File: config.mk
export PLATFORM = sky130hd
export DESIGN_NAME = nes_shift_reader
export DESIGN_NICKNAME = d
export VERILOG_FILES = /design/src/rtl/nes_shift_reader.sv
export SDC_FILE = /design/constraint.sdc
export NUM_CORES = 1
export LEC_CHECK = 0
export ABC_AREA = 1
export BUFFER_PORTS_ARGS = -buffer_cell sky130_fd_sc_hd__buf_2
export CAP_MARGIN = 20
export CORE_MARGIN = 2
export CORE_UTILIZATION = 36
export DETAILED_ROUTE_END_ITERATION = 12
export PLACE_DENSITY_LB_ADDON = 0.12
export SYNTH_ARGS = -nofsm -noshare
export SYNTH_HDL_FRONTEND = slang
export SYNTH_SLANG_ARGS = --single-unit
File: constraint.sdc
create_clock -name clk -period 4.53 [get_ports clk]
set_input_delay 0.6795 -clock clk [delete_from_list [all_inputs] [get_ports clk]]
set_output_delay 0.6795 -clock clk [all_outputs]
set_load 0.02 [all_outputs]
File: src/rtl/nes_shift_reader.sv
// nes_shift_reader: reads one NES controller frame per latch strobe and publishes an active-high button word
module nes_shift_reader #(
  parameter int CLK_DIV = 1
) (
  input  logic       clk,
  input  logic       reset,
  input  logic       nesLatch,
  input  logic       nesData,
  output logic       nesClk,
  output logic [7:0] buttons,
  output logic       valid,
  output logic       overrun
);
  localparam logic [1:0] IDLE    = 2'd0;
  localparam logic [1:0] CAPTURE = 2'd1;
  localparam logic [1:0] PULSE   = 2'd2;
  localparam logic [1:0] SAMPLE  = 2'd3;
  localparam logic [7:0] LAST    = 8'(CLK_DIV - 1);
  logic [1:0] state;
  logic [7:0] phase;
  logic [2:0] bitCount;
  logic [7:0] shiftReg;
  logic [7:0] nextShift;
  logic       phaseEnd;
  assign phaseEnd = phase == LAST;
  always_comb begin
    nextShift = shiftReg;
    nextShift[bitCount] = ~nesData;
  end
  always_ff @(posedge clk)
    if (!reset) begin
      state    <= IDLE;
      phase    <= '0;
      bitCount <= '0;
      shiftReg <= '0;
      buttons  <= '0;
      nesClk   <= 1'b0;
      valid    <= 1'b0;
      overrun  <= 1'b0;
    end else begin
      valid   <= 1'b0;
      overrun <= nesLatch && state != IDLE;
      phase   <= (state == IDLE || phaseEnd) ? 8'd0 : phase + 8'd1;
      case (state)
        IDLE: if (nesLatch) state <= CAPTURE;
        CAPTURE: if (phaseEnd) begin
          shiftReg <= {7'd0, ~nesData};
          bitCount <= 3'd1;
          nesClk   <= 1'b1;
          state    <= PULSE;
        end
        PULSE: if (phaseEnd) begin
          nesClk <= 1'b0;
          state  <= SAMPLE;
        end
        default: if (phaseEnd) begin
          shiftReg <= nextShift;
          bitCount <= bitCount + 3'd1;
          if (bitCount == 3'd7) begin
            buttons <= nextShift;
            valid   <= 1'b1;
            state   <= IDLE;
          end else begin
            nesClk <= 1'b1;
            state  <= PULSE;
          end
        end
      endcase
    end
endmodule

* Word level (Yosys, flattened, before mapping)
Cells that the tools add are included.
Operators by class: bitwise logic cells 6, mux-type cells 21, magnitude comparators 2, $add $sub $neg 2, eq/ne operators 7, reduce and logical (&&, ||, !) cells 15
Operator list (number):
- $mux W8 | 2
- $pmux W8 S2 | 1
- $mux W2 | 5
- $add A8 B1 Y8 const B | 1
- $bwmux W8 | 1
- $logic_not A8 Y1 | 1
- $mux W1 | 6
- $mux W3 | 2
- $ne A2 B2 Y1 const B | 3
- $not A1 Y1 | 6
- $pmux W2 S3 | 1
- $pmux W3 S2 | 1
- $reduce_and A3 Y1 | 2
- $reduce_or A5 Y1 | 1
- $lt A3 B4 Y1 const B | 1
- $reduce_and A4 Y1 | 1
- $reduce_bool A2 Y1 | 2
- $reduce_or A2 Y1 | 2
- $add A3 B1 Y3 const B | 1
- $demux W1 S3 | 1
- $eq A3 B3 Y1 const B | 1
- $ge A3 B1 Y1 const B | 1
- $ne A3 B1 Y1 const B | 1
- $pmux W1 S3 | 1
- 7 further kinds | 8
Word-level totals: register bits after elaboration 32, word-level logic and storage cells 61, input port bits 4, output and inout bits 11

* Longest topological paths before layout
depth in word-level cells 7, mapped depth 10, gate-level depth less buffers 10

* Worst setup path before layout
Ideal clock, no wire load.
path type reg-to-reg, start point register state[1], end point register bitCount[0], data required time 4414 ps, stages on the path, launching flop included 9, library setup time 116 ps, arrival time 1347 ps, buffers on the path 0, setup slack 3068 ps, clock period less this slack 1462 ps, cell sequence dfxtp_1 -> inv_1 -> ha_1 -> nor2_4 -> inv_1 -> nor2_4 -> nand2_1 -> nor2_1 -> nor2_1
On the way: cells in the longest elaborated chain, start to end 4, elaborated cells between the ends (all ways) 7, classes of those cells 2 x eq/ne; 1 x mux; 1 x bitwise; 3 x reduce/logical
RTL lines:
- start: declaration | line 19 | logic [1:0] state;
- start signal: assignment | line 32 | state <= IDLE;
- start signal: assignment | line 45 | IDLE: if (nesLatch) state <= CAPTURE;
- start signal: assignment | line 50 | state <= PULSE;
- $eq A2 B2 Y1 or $logic_not A2 Y1 (tied branches) | line 44 | case (state)
- $reduce_or A2 Y1 (no source line)
- $not A1 Y1 (no source line)
- $reduce_and A2 Y1 (no source line)
- end signal: assignment | line 58 | bitCount <= bitCount + 3'd1;
- end: declaration | line 21 | logic [2:0] bitCount;
Parallel ways exist; a longest one is shown, timed or not. A chain may end at the register's enable or synchronous reset.

* Worst setup path in the final report
Same ends and word-level chain as after synthesis.

==> results.sh <==
export IMPL_status="completed"
export IMPL_tightest_slew_ns=0.4629
export IMPL_dr_pass1_iters=4
export IMPL_drt_iter0_markers=68
export IMPL_grt_usage_pct=16.00
export IMPL_min_period_ns=1.669
export IMPL_design_core_area_mm2=0.004629
export IMPL_synth_cell_types=27
export IMPL_cts_htree_levels=2
export IMPL_ir_worst_vdd_v=0.0002085
export IMPL_die_x_um=72.83
export IMPL_r2r_cells=8
export IMPL_multi_input_area_um2=912.1
export IMPL_ys_ff_latch=32
export IMPL_critPathTopFamily="simple AND/OR/NAND/NOR gates"
export IMPL_stdcell_area_mm2=0.001904
export IMPL_instances_no_fill=311
export IMPL_synth_top_family_by_area="simple AND/OR/NAND/NOR gates"
export IMPL_grt_overflow=0
export IMPL_setup_tns_final_ns=0
export IMPL_io_pins=15
export IMPL_port_buffers=14
export IMPL_hold_buffers=0
export IMPL_areaGrowthSynthToFinish_pct=11.67
export IMPL_p_switching_uw=365.7
export IMPL_hold_violations=0
export IMPL_grt_pass1_wl_um=6603
export IMPL_synth_net_count=254
export IMPL_die_area_mm2=0.005303
export IMPL_final_nets=268
export IMPL_power_share_combinational_pct=36.3
export IMPL_cp_cell_sequence="inv_1, ha_1, nor2_4, inv_1, nor2_4, nand2_1, nor2_1, nor2_1"
export IMPL_cts_resized=0
export IMPL_initial_utilization_pct=36.84
export IMPL_synth_compound_area_share_pct=10.42
export IMPL_start_kind="register"
export IMPL_cts_setup_buffers=0
export IMPL_yosys_area_share_simple_pct=35.66
export IMPL_hold_path_class="reg2reg"
export IMPL_wl_um=3681
export IMPL_critPathKind="reg2reg"
export IMPL_clk_path_buf_depth=2
export IMPL_crit_fanout=8
export IMPL_fmax_ghz=0.5991
export IMPL_insertion_delay_ns=0.28
export IMPL_skew_ns=0.006632
export IMPL_synthXorXnorAreaFrac_pct=1.541
export IMPL_critPathMaxStageDelay_ns=0.38
export IMPL_maxCapViolCount=0
export IMPL_critPathBufInv=2
export IMPL_cp_num_cells=8
export IMPL_cts_buffers=5
export IMPL_placed_cell_area_mm2=0.001812
export IMPL_rsz0062_at_grt="no"
export IMPL_dpl_worst_slack_ns=2.749
export IMPL_fill_cells=488
export IMPL_p_per_area_mw_per_mm2=478.6
export IMPL_ant_nets=0
export IMPL_drive_gt1_share_pct=14.01
export IMPL_cts_sinks=32
export IMPL_drc_errors=0
export IMPL_final_cell_mix="44 x nor2_1, 43 x nand2_1, 32 x dfxtp_1"
export IMPL_dr_total_vias=1493
export IMPL_ys_warn_count=0
export IMPL_finalCritPeriodShare_pct=36.85
export IMPL_diodes=0
export IMPL_clock_root_buffer="clkbuf_8"
export IMPL_leakagePower_uw=0.0008757
export IMPL_ff_latch_area_um2=640.6
export IMPL_yosysSeqAreaShare_pct=37.56
export IMPL_finalSetupViolCount=0
export IMPL_required_ns=4.70
export IMPL_layout_commonest_cell="nor2_1"
export IMPL_synth_mux_area_share_pct=0
export IMPL_cts_tree="yes"
export IMPL_gp_congestion=0.8078
export IMPL_synth_area_mm2=0.001705
export IMPL_grt_start_max_net_pins=14
export IMPL_dp_hpwl_um=2695
export IMPL_pwr_share_clk_pct=24.5
export IMPL_place_inst=303
export IMPL_synth_fa_ha_area_share_pct=5.869
export IMPL_grt_pass1_vias=1433
export IMPL_die_h_um=72.83
export IMPL_cp_slowest_cell="dfxtp_1"
export IMPL_min_delay_path_depth=1
export IMPL_p_sw_share_pct=40.13
export IMPL_final_max_slew_viol_count=0
export IMPL_cp_arrival_ns=1.84
export IMPL_power_frac_seq_pct=39.2
export IMPL_via_per_inst=4.801
export IMPL_rows=25
export IMPL_p_int_uw=545.6
export IMPL_clkSlewWorstSetupHoldPaths_ns=0.07
export IMPL_endpoint_kind="register"
export IMPL_relSlewSlack_pct=69.10
export IMPL_synthCells=242
export IMPL_syn_area_per_cell_um2=7.047
export IMPL_avgRoutedWirePerCell_um=11.84
export IMPL_antenna_found_initial=0
export IMPL_setup_ws_ns=2.861
[stage by stage]
stage               hold WS [ns]  utilization (%)  total power, µW
detailed placement        0.4539            39.14            692.6
finish                    0.4616            41.14            911.3
CTS                       0.4701            41.14            924.7
global route              0.5041            41.14            996.1
floorplan                 0.4297                -            621.7
global placement          0.4527            39.14            697.4
[cell families after synthesis]
kind of cell | Yosys count
xor+xnor | 3
compound gates | 35
buf+inv | 38
flops | 32
fa+ha+maj | 8
simple gates | 126
[Yosys cell counts]
cell type,count,area (µm²)
nor2_1,44,165.2
nand2_1,43,161.4
dfxtp_1,32,640.6
inv_1,30,112.6
a21oi_1,19,95.09
nand3_1,14,70.07
o21ai_0,13,65.06
nand4_1,9,56.30
ha_1,8,100.1
buf_2,3,15.01
clkbuf_1,3,11.26
nand2_2,3,18.77
xor2_1,3,26.28
nor2_2,2,12.51
nor2_4,2,22.52
nor3_1,2,10.01
o21ai_1,2,10.01
and2_1,1,6.260
clkbuf_2,1,5.000
clkinv_4,1,8.760
nand2_4,1,11.26
nand2_8,1,20.02
nand3_4,1,17.52
nor2_8,1,20.02
nor3_2,1,10.01
o21bai_1,1,7.510
or2_2,1,6.260
[sequential cells by signal, summed over array words and instances (netlist names)]
name / count
nesClk: 1
shiftReg: 8
state: 2
buttons: 8
bitCount: 3
valid: 1
phase: 8
overrun: 1
[power by group through the flow]
stage | Combinational [µW] | Clock, µW | Sequential, µW
after detailed placement | 330 | 0 | 362
after floorplan | 278 | 0 | 343
after CTS | 333 | 235 | 357
after global placement | 334 | 0 | 363
final | 330 | 224 | 357
after global routing | 382 | 248 | 366
[metal layers]
metal / wire (µm) / track usage, %
met2: 1762 / 26.16
met5: 0 / 0
met1: 1705 / 21.02
met3: 185 / 3.177
met4: 27 / 5.556
[layout make-up]
cell class                 count  area share [%]
multi-input combinational    172           47.90
sequential                    32           33.64
inverter                      31           6.373
clock buffer                   6           4.336
timing repair buffer          14           3.679
tap                           54           3.548
clock inverter                 2          0.5256
[path summary, 6_finish.rpt]
path	start	to	slack, ns
worst max-delay path	state[1]	bitCount[0]	2.86
worst min-delay path	phase[0]	phase[0]	0.46
worst max register to register	state[1]	bitCount[0]	2.86
worst min register to register	phase[0]	phase[0]	0.46
Power figures use the tool's default switching activity.
